File: src/rtl/led_matrix_column_scanner_pkg.sv
// Shared types for the 5x7 LED matrix scanner: scan states, geometry and the column-to-image map.
// The decoder delivers three Y-symmetric columns, so physical columns 0/4 and 1/3 share image data.
package matrix_pkg;

  localparam int NUM_COLS = 5;
  localparam int NUM_ROWS = 7;

  typedef enum logic [1:0] {
    IDLE  = 2'd0,
    BLANK = 2'd1,
    DRIVE = 2'd2
  } scan_state_e;

  typedef enum logic [1:0] {
    IMG_COL0 = 2'd0,
    IMG_COL1 = 2'd1,
    IMG_COL2 = 2'd2
  } img_sel_e;

  typedef logic [NUM_ROWS-1:0] row_t;
  typedef logic [NUM_COLS-1:0] col_mask_t;
  typedef logic [2:0]          col_idx_t;

  typedef struct packed {
    row_t col_2;
    row_t col_1;
    row_t col_0;
  } image_t;

  function automatic img_sel_e col_to_img(input col_idx_t idx);
    img_sel_e sel;
    case (idx)
      3'd0, 3'd4: sel = IMG_COL2;
      3'd1, 3'd3: sel = IMG_COL1;
      default:    sel = IMG_COL0;
    endcase
    return sel;
  endfunction

  function automatic row_t pick_row(input image_t img, input col_idx_t idx);
    row_t r;
    case (col_to_img(idx))
      IMG_COL2: r = img.col_2;
      IMG_COL1: r = img.col_1;
      default:  r = img.col_0;
    endcase
    return r;
  endfunction

endpackage

File: src/rtl/led_matrix_column_scanner_if.sv
// Image-in / matrix-out bundle between the image decoder, the scanner and the LED pins.
// The scanner side uses the slave modport; the decoder/pin side (or a bench) uses master.
interface led_matrix_column_scanner_if;
  import matrix_pkg::*;

  logic      enable;
  row_t      col_2;
  row_t      col_1;
  row_t      col_0;
  col_mask_t col_sel;
  row_t      row_out;
  logic      frame_done;

  modport master (
    output enable, col_2, col_1, col_0,
    input  col_sel, row_out, frame_done
  );

  modport slave (
    input  enable, col_2, col_1, col_0,
    output col_sel, row_out, frame_done
  );

endinterface

File: src/rtl/led_matrix_column_scanner_slot_timer.sv
// Per-column slot counter with strobes on the last blank clock and the last slot clock.
// Strobes are combinational from the counter; clr has priority over run.
module matrix_slot_timer #(
  parameter int DIVIDER      = 10000,
  parameter int BLANK_CYCLES = 2
) (
  input  logic clk,
  input  logic rst_n,
  input  logic clr,
  input  logic run,
  output logic blank_end,
  output logic slot_end
);

  localparam int CW = (DIVIDER > 1) ? $clog2(DIVIDER) : 1;
  localparam logic [CW-1:0] BLANK_LAST = CW'(BLANK_CYCLES - 1);
  localparam logic [CW-1:0] SLOT_LAST  = CW'(DIVIDER - 1);

  logic [CW-1:0] cnt_q;
  logic [CW-1:0] cnt_d;

  always_comb begin
    cnt_d = cnt_q;
    if (clr) begin
      cnt_d = '0;
    end else if (run) begin
      cnt_d = cnt_q + CW'(1);
    end
  end

  always_ff @(posedge clk) begin
    if (!rst_n) begin
      cnt_q <= '0;
    end else begin
      cnt_q <= cnt_d;
    end
  end

  assign blank_end = (cnt_q == BLANK_LAST);
  assign slot_end  = (cnt_q == SLOT_LAST);

endmodule

File: src/rtl/led_matrix_column_scanner.sv
// Column-multiplexed driver for the 5x7 LED matrix with per-frame image snapshot and blanking.
// Pin outputs and frame_done are registered one clock behind the scan state.
module led_matrix_column_scanner
  import matrix_pkg::*;
#(
  parameter int DIVIDER        = 10000,
  parameter int BLANK_CYCLES   = 2,
  parameter bit COL_ACTIVE_LOW = 1'b1,
  parameter bit ROW_ACTIVE_LOW = 1'b0
) (
  input  logic                          clk,
  input  logic                          rst_n,
  led_matrix_column_scanner_if.slave    scan
);

  localparam col_mask_t COL_OFF  = COL_ACTIVE_LOW ? {NUM_COLS{1'b1}} : '0;
  localparam row_t      ROW_OFF  = ROW_ACTIVE_LOW ? {NUM_ROWS{1'b1}} : '0;
  localparam col_idx_t  LAST_COL = col_idx_t'(NUM_COLS - 1);

  scan_state_e state_q, state_d;
  col_idx_t    idx_q, idx_d;
  image_t      shadow_q, shadow_d;
  col_mask_t   col_sel_q, col_sel_d;
  row_t        row_out_q, row_out_d;
  logic        frame_done_q, frame_done_d;

  logic blank_end;
  logic slot_end;
  logic slot_done;
  logic wrap;
  logic timer_clr;

  assign slot_done = (state_q == DRIVE) && slot_end;
  assign wrap      = slot_done && (idx_q == LAST_COL);
  assign timer_clr = !scan.enable || (state_q == IDLE) || slot_done;

  matrix_slot_timer #(
    .DIVIDER      (DIVIDER),
    .BLANK_CYCLES (BLANK_CYCLES)
  ) u_slot_timer (
    .clk       (clk),
    .rst_n     (rst_n),
    .clr       (timer_clr),
    .run       (state_q != IDLE),
    .blank_end (blank_end),
    .slot_end  (slot_end)
  );

  always_ff @(posedge clk) begin
    if (!rst_n) begin
      state_q      <= IDLE;
      idx_q        <= '0;
      shadow_q     <= '0;
      col_sel_q    <= COL_OFF;
      row_out_q    <= ROW_OFF;
      frame_done_q <= 1'b0;
    end else begin
      state_q      <= state_d;
      idx_q        <= idx_d;
      shadow_q     <= shadow_d;
      col_sel_q    <= col_sel_d;
      row_out_q    <= row_out_d;
      frame_done_q <= frame_done_d;
    end
  end

  // The shadow image only changes at frame boundaries so a frame never mixes two images.
  always_comb begin
    state_d  = state_q;
    idx_d    = idx_q;
    shadow_d = shadow_q;
    if (!scan.enable) begin
      state_d = IDLE;
      idx_d   = '0;
    end else begin
      case (state_q)
        IDLE: begin
          state_d  = BLANK;
          idx_d    = '0;
          shadow_d = {scan.col_2, scan.col_1, scan.col_0};
        end
        BLANK: begin
          if (blank_end) begin
            state_d = DRIVE;
          end
        end
        DRIVE: begin
          if (slot_end) begin
            state_d = BLANK;
            if (idx_q == LAST_COL) begin
              idx_d    = '0;
              shadow_d = {scan.col_2, scan.col_1, scan.col_0};
            end else begin
              idx_d = idx_q + col_idx_t'(1);
            end
          end
        end
        default: begin
          state_d = IDLE;
          idx_d   = '0;
        end
      endcase
    end
  end

  always_comb begin
    col_sel_d    = COL_OFF;
    row_out_d    = ROW_OFF;
    frame_done_d = scan.enable && wrap;
    if (state_q == DRIVE) begin
      col_sel_d = COL_OFF ^ (col_mask_t'(1) << idx_q);
      row_out_d = ROW_OFF ^ pick_row(shadow_q, idx_q);
    end
  end

  assign scan.col_sel    = col_sel_q;
  assign scan.row_out    = row_out_q;
  assign scan.frame_done = frame_done_q;

endmodule
File: src/flat_wrapper.sv
// flat-port wrapper written by rule: the top's interface ports become plain ports
module led_matrix_column_scanner_flat import matrix_pkg::*;
#(
  parameter int DIVIDER        = 10000,
  parameter int BLANK_CYCLES   = 2,
  parameter bit COL_ACTIVE_LOW = 1'b1,
  parameter bit ROW_ACTIVE_LOW = 1'b0
)
  (clk, rst_n, scan_enable, scan_col_2, scan_col_1, scan_col_0, scan_col_sel, scan_row_out, scan_frame_done);
  led_matrix_column_scanner_if scan_i ();
  input  logic clk;
  input  logic rst_n;
  input wire logic [$bits(scan_i.enable)-1:0] scan_enable;
  input wire logic [$bits(scan_i.col_2)-1:0] scan_col_2;
  input wire logic [$bits(scan_i.col_1)-1:0] scan_col_1;
  input wire logic [$bits(scan_i.col_0)-1:0] scan_col_0;
  output wire logic [$bits(scan_i.col_sel)-1:0] scan_col_sel;
  output wire logic [$bits(scan_i.row_out)-1:0] scan_row_out;
  output wire logic [$bits(scan_i.frame_done)-1:0] scan_frame_done;
  assign scan_i.enable = scan_enable;
  assign scan_i.col_2 = scan_col_2;
  assign scan_i.col_1 = scan_col_1;
  assign scan_i.col_0 = scan_col_0;
  assign scan_col_sel = scan_i.col_sel;
  assign scan_row_out = scan_i.row_out;
  assign scan_frame_done = scan_i.frame_done;
  led_matrix_column_scanner #(.DIVIDER(DIVIDER), .BLANK_CYCLES(BLANK_CYCLES), .COL_ACTIVE_LOW(COL_ACTIVE_LOW), .ROW_ACTIVE_LOW(ROW_ACTIVE_LOW)) u_core (.clk(clk), .rst_n(rst_n), .scan(scan_i));
endmodule
File: config.mk
export PLATFORM = sky130hd
export DESIGN_NAME = led_matrix_column_scanner_flat
export DESIGN_NICKNAME = d
export VERILOG_FILES = /design/src/rtl/led_matrix_column_scanner_pkg.sv /design/src/rtl/led_matrix_column_scanner_if.sv /design/src/rtl/led_matrix_column_scanner_slot_timer.sv /design/src/rtl/led_matrix_column_scanner.sv /design/src/flat_wrapper.sv
export SDC_FILE = /design/constraint.sdc
export NUM_CORES = 1
export LEC_CHECK = 0
export CAP_MARGIN = 40
export CORE_UTILIZATION = 38
export CTS_BUF_LIST = sky130_fd_sc_hd__clkbuf_4
export CTS_CLUSTER_DIAMETER = 50
export DETAILED_ROUTE_END_ITERATION = 16
export DONT_BUFFER_PORTS = 1
export PLACE_DENSITY = 0.65
export SYNTH_ARGS = -nofsm -noshare
export SYNTH_HDL_FRONTEND = slang
export SYNTH_SLANG_ARGS = --single-unit
export TNS_END_PERCENT = 5
File: constraint.sdc
create_clock -name clk -period 2.1 [get_ports clk]
set_clock_uncertainty 0.2 [all_clocks]
set_input_delay 0.21 -clock clk [delete_from_list [all_inputs] [get_ports clk]]
set_output_delay 0.21 -clock clk [all_outputs]
set_load 0.02 [all_outputs]
# After elaboration in Yosys (flattened, before gate mapping)
# Index checks and enable logic that the tools add are counted.
[word_totals]
wordCells = 57
mem_bits_rw = 0
mem_bits_ro = 0
mem_count = 0
output_inout_bits = 13
register_bits = 53
latch_bits = 0
input_bits = 24
[classes]
mux = 12
n_shift = 1
div_mod_pow = 0
magnitude_cmp = 0
n_addsub = 2
bitwise_logic = 3
n_eq_ne = 12
n_mul = 0
reduce_logical = 18
[ops]
columns = ["op", "n"]
rows = [
  ["two-way mux 21 bit", 2],
  ["case mux 21 bit (2 select lines)", 1],
  ["adder 14 x 1 -> 14 bit (second input constant)", 1],
  ["equality test 14 x 1 -> 1 bit (second input constant)", 1],
  ["equality test 14 bit (second input constant)", 1],
  ["case mux 7 bit (2 select lines)", 1],
  ["AND reduction 2 bit", 4],
  ["two-way mux 2 bit", 3],
  ["two-way mux 3 bit", 2],
  ["case mux 2 bit (3 select lines)", 1],
  ["case mux 3 bit (2 select lines)", 1],
  ["OR reduction 2 bit", 3],
  ["inverter 5 bit", 1],
  ["<< shifter 1 x 3 -> 5 bit (first input constant)", 1],
  ["equality test 2 x 1 -> 1 bit (second input constant)", 2],
  ["equality test 2 bit (second input constant)", 2],
  ["inequality test 2 x 1 -> 1 bit (second input constant)", 2],
  ["case mux 2 bit (2 select lines)", 1],
  ["AND reduction 4 bit", 1],
  ["nonzero test 2 bit", 2],
  ["adder 3 x 1 -> 3 bit (second input constant)", 1],
  ["equality test 3 x 1 -> 1 bit (second input constant)", 1],
  ["equality test 3 x 2 -> 1 bit (second input constant)", 1],
  ["equality test 3 bit (second input constant)", 1],
  ["7 further kinds", 11],
]

# Depth between registers and ports, before layout
[logic_depth]
depth_word = 6
depth_mapped = 8

# Modules after synthesis
# Synthesis repeated with hierarchy kept, for this count alone.
[unflattened]
hier_cells = 242
hier_area_um2 = 2321.0
[modules_own_cells]
columns = ["mod", "cells_per_inst", "seq_area_each_um2", "area_per_inst_um2", "n_inst"]
rows = [
  ["led_matrix_column_scanner", 156, 780.7, 1600.3, 1],
  ["matrix_slot_timer", 86, 280.3, 720.7, 1],
]

# Least setup slack after synthesis
# Ideal clock, no wire load.
[synth_timing]
path_kind = "register -> register"
from = "reg u_core.idx_q[0]"
to = "reg u_core.shadow_q[0] (netlist bit)"
path_buffers = 2
path_stages_with_launch = 9
path_slack_ns = 0.081
t_required_ns = 1.828
synth_period_minus_slack_ns = 2.019
arrival_ns = 1.747
path_cell_list = "dfxtp_1 -> inv_1 -> ha_1 -> clkbuf_1 -> and2_1 -> o21ai_0 -> nor3_2 -> buf_6 -> mux2i_1"
[synth_between]
elab_chain_cells = 3
[synth_lines]
columns = ["item", "line_no", "rtl"]
rows = [
  ["start, declared", "led_matrix_column_scanner.sv:21", "col_idx_t idx_q, idx_d;"],
  ["start signal, assigned", "led_matrix_column_scanner.sv:59", "idx_q <= idx_d;"],
  ["equality test 3 bit", "led_matrix_column_scanner.sv:90", "if (idx_q == LAST_COL) begin"],
  ["inequality test 2 bit (no source line)", "-", ""],
  ["AND reduction 4 bit (no source line)", "-", ""],
  ["end signal, assigned", "led_matrix_column_scanner.sv:60", "shadow_q <= shadow_d;"],
  ["end, declared", "led_matrix_column_scanner.sv:22", "image_t shadow_q, shadow_d;"],
]
# Every way passes these cells.
# A chain may end at the register's enable or synchronous reset.

# Worst setup path after layout
[layout_timing]
from = "reg u_core.u_slot_timer.cnt_q[4]"
to = "reg u_core.shadow_q[7] (netlist bit)"
[layout_between]
elab_chain_cells = 3
[layout_lines]
columns = ["item", "line_no", "rtl"]
rows = [
  ["start, declared", "led_matrix_column_scanner_slot_timer.sv:19", "logic [CW-1:0] cnt_q;"],
  ["start signal, assigned", "led_matrix_column_scanner_slot_timer.sv:35", "cnt_q <= cnt_d;"],
  ["equality test 14 bit", "led_matrix_column_scanner_slot_timer.sv:40", "assign slot_end = (cnt_q == SLOT_LAST);"],
  ["inequality test 2 x 1 -> 1 bit (no source line)", "-", ""],
  ["AND reduction 4 bit (no source line)", "-", ""],
]
# Every way passes these cells.

==> out/metrics.cfg <==
[power]
seqPwrFrac=0.593
p_sw_frac=0.220
p_sw_w=0.000389
total_leakage_power_nw=1.05
peakVddDrop_uv=383
pwr-share-comb=0.081
clkPwrFrac=0.326
internal_power_w=0.00138
cellPowerDensity_mw_per_mm2=616

[cells_and_area]
layout.nets=327
layout-drive-gt1-share=0.111
area_growth_syn_to_layout_pct=21.4
antenna_cells=0

[routing]
num_vias=1841
wl_mm=4.73
drtIter0Drc=52
ant_nets=0
drt-pass1-iter-count=4
drcViolationCount=0
avgViaCountPerCell=4.96
wl_per_cell_um=12.7

[sta]
tightest_slew_ns=0.390
setup_violations=0
fin_crit_ns=1.96
worst_slack_ns=0.136
slew_viol_final=0
max_freq_ghz=0.509
relSlewSlack=0.739
period_share=0.935
rsz0062_at_grt=false
hold_viol=0
setup_tns_ns=0

[yosys]
seq_area_frac_synth=0.449
synth_ff_type=dfxtp_1
syn_nets=294
avgSynthCellArea_um2=9.01
synthesis.area_mm2=0.00236
synth_cell_types=38
syn_inst=262
synthArstFlopShare=0
synth_warnings=0
synth-edff-count=0
ys_ff_latch=53

[worst_setup_path]
cp-end-kind=flip-flop
crit_required_ns=2.20
crit_slowest_cell=nor4_4
cp_slowest_stage_delay_ns=0.41
cpLargestDelayFamily=simple AND/OR/NAND/NOR gates
crit_fanout=21
crit_buf_inv=1
path_depth=5
crit_path_cell_trace=nor4_4, a41oi_2, nor3_4, buf_12, mux2i_1
start_kind=flip-flop
r2r_cells=5
crit_arrival_ns=2.07
crit_type=reg2reg

[global_route]
overflow=0
grt_use_total=0.151
antenna_found_initial=0
met3_usage=0.0315
use_met2=0.240
grt_max_degree=51
grt_pass1_wl_mm=7.67
grt_use_met1=0.201
first_global_vias=1660
gr-max-usage-layer=met2

[clocking]
cts.clk_slew.worst_paths_ns=0.15
clock_latency_ns=0.37
cts_tree=built
clock-sinks=53
cts_buffer_depth=2
cts_buffers=5
htree_levels=2
cts_root_buf=clkbuf_4

[min_path]
min-delay-path-class=in2reg
hold_depth=4

[outcome]
outcome=finished clean

[floorplanning]
rows=28
dieWidth_um=80.8
io-pin-count=37
core_mm2=0.00596
die_h_um=80.8
start_util=0.396
dieArea_mm2=0.00653

[placed_design]
dpl_worst_slack_ns=0.0748
dpl.hpwl_mm=3.33
numPortBuffers=0
place_congestion=0.764

[run]
maxCapViolCount=0

worst paths after layout:
path	end	slack, ns	from
worst max-delay path	u_core.shadow_q[7]	0.14	u_core.u_slot_timer.cnt_q[4]
worst min register to register	u_core.u_slot_timer.cnt_q[0]	0.26	u_core.u_slot_timer.cnt_q[0]
worst max register to register	u_core.shadow_q[7]	0.14	u_core.u_slot_timer.cnt_q[4]
worst min-delay path	u_core.shadow_q[1]	0.14	scan_enable
synth_stat cells, types with 5 or more instances:
library cell / count / share of area
nor4_1: 5 / 0.013
ha_1: 8 / 0.042
nand4_1: 5 / 0.013
inv_1: 8 / 0.013
mux2i_1: 24 / 0.10
a22oi_1: 8 / 0.025
a211oi_1: 8 / 0.025
clkbuf_1: 9 / 0.014
nor2_1: 27 / 0.043
dfxtp_1: 53 / 0.45
nand2_1: 53 / 0.084
nand3_1: 6 / 0.013
xnor2_1: 9 / 0.033
worst register-to-register path: stages (launching register included):
cell	delay (ns)
dfxtp_1	0.39
nor4_4	0.41
a41oi_2	0.23
nor3_4	0.24
buf_12	0.22
mux2i_1	0.22
power groups by stage:
stage / clock network (W) / registers (W) / logic (W)
6_report: 0.000575 / 0.00105 / 0.000143
5_1_grt: 0.000635 / 0.00105 / 0.000157
4_1_cts: 0.000602 / 0.00105 / 0.000143
3_5_place_dp: 0 / 0.00107 / 0.0000908
3_3_place_gp: 0 / 0.00107 / 0.0000881
2_1_floorplan: 0 / 0.00107 / 0.0000851
layout make-up:
type	instances	area [um^2]
fill	562	3090
multi-input combinational	188	1220
sequential	53	1060
timing repair buffer	39	378
tap	75	93.8
clock buffer	6	45.0
clock inverter	2	38.8
inverter	8	30.0
layer usage:
layer  part of all wire  wire length, um  vias to the layer above
met5                  0                0                        -
met4              0.013               63                        0
met3              0.023              108                        4
met2               0.48             2250                       26
met1               0.49             2300                      848
li1                   -                -                      963
layout by cell type (no fill, tap or decap), types with 3 or more instances in the layout:
| master | Yosys | layout |
|---|---|---|
| nand2_1 | 53 | 53 |
| dfxtp_1 | 53 | 52 |
| nor2_1 | 27 | 27 |
| mux2i_1 | 24 | 24 |
| dlygate4sd3_1 | 0 | 24 |
| buf_4 | 0 | 13 |
| xnor2_1 | 9 | 9 |
| inv_1 | 8 | 8 |
| a211oi_1 | 8 | 8 |
| a22oi_1 | 8 | 8 |
| ha_1 | 8 | 8 |
| nand3_1 | 6 | 6 |
| clkbuf_4 | 0 | 6 |
| nor4_1 | 5 | 5 |
| nand4_1 | 5 | 5 |
| o21ai_0 | 4 | 4 |
| nor2b_1 | 3 | 3 |
| nor3_1 | 3 | 3 |
sequential cells by signal, summed over array words and instances, names as in the netlist:
signal,cells
u_core.u_slot_timer.cnt_q,14
u_core.idx_q,3
u_core.scan.col_sel,5
u_core.shadow_q,21
u_core.scan.row_out,7
u_core.scan.frame_done,1
u_core.state_q,2
what timing repair did:
item / in CTS / in global routing
gates resized for setup: 0 / 3
endpoints found under the setup margin: 0 / 34
hold endpoints to repair: 37 / 0
buffers inserted: 0 / 0
hold buffers: 25 / 0
logic make-up (layout without fill, tap and decap cells):
family / after synthesis / in the layout / share of synthesized area
compound gates: 27 / 27 / 0.0821
simple gates: 118 / 118 / 0.243
flops: 53 / 53 / 0.449
buf+inv: 21 / 55 / 0.0408
mux: 24 / 24 / 0.102
fa+ha+maj: 8 / 8 / 0.0424
xor+xnor: 11 / 11 / 0.0408
through the flow:
step | area (um^2) | power [W] | std cells | util | hold slack (ns)
after floorplan | 2360 | 0.00115 | 262 | - | 0.152
after global placement | 2510 | 0.00116 | 338 | 0.422 | 0.0905
after detailed placement | 2510 | 0.00116 | 338 | 0.422 | 0.0970
after CTS | 2860 | 0.00179 | 371 | 0.480 | 0.126
after global routing | 2870 | 0.00184 | 371 | 0.481 | 0.139
final | 2870 | 0.00177 | 371 | 0.481 | 0.139
Power figures use the tool's default switching activity.
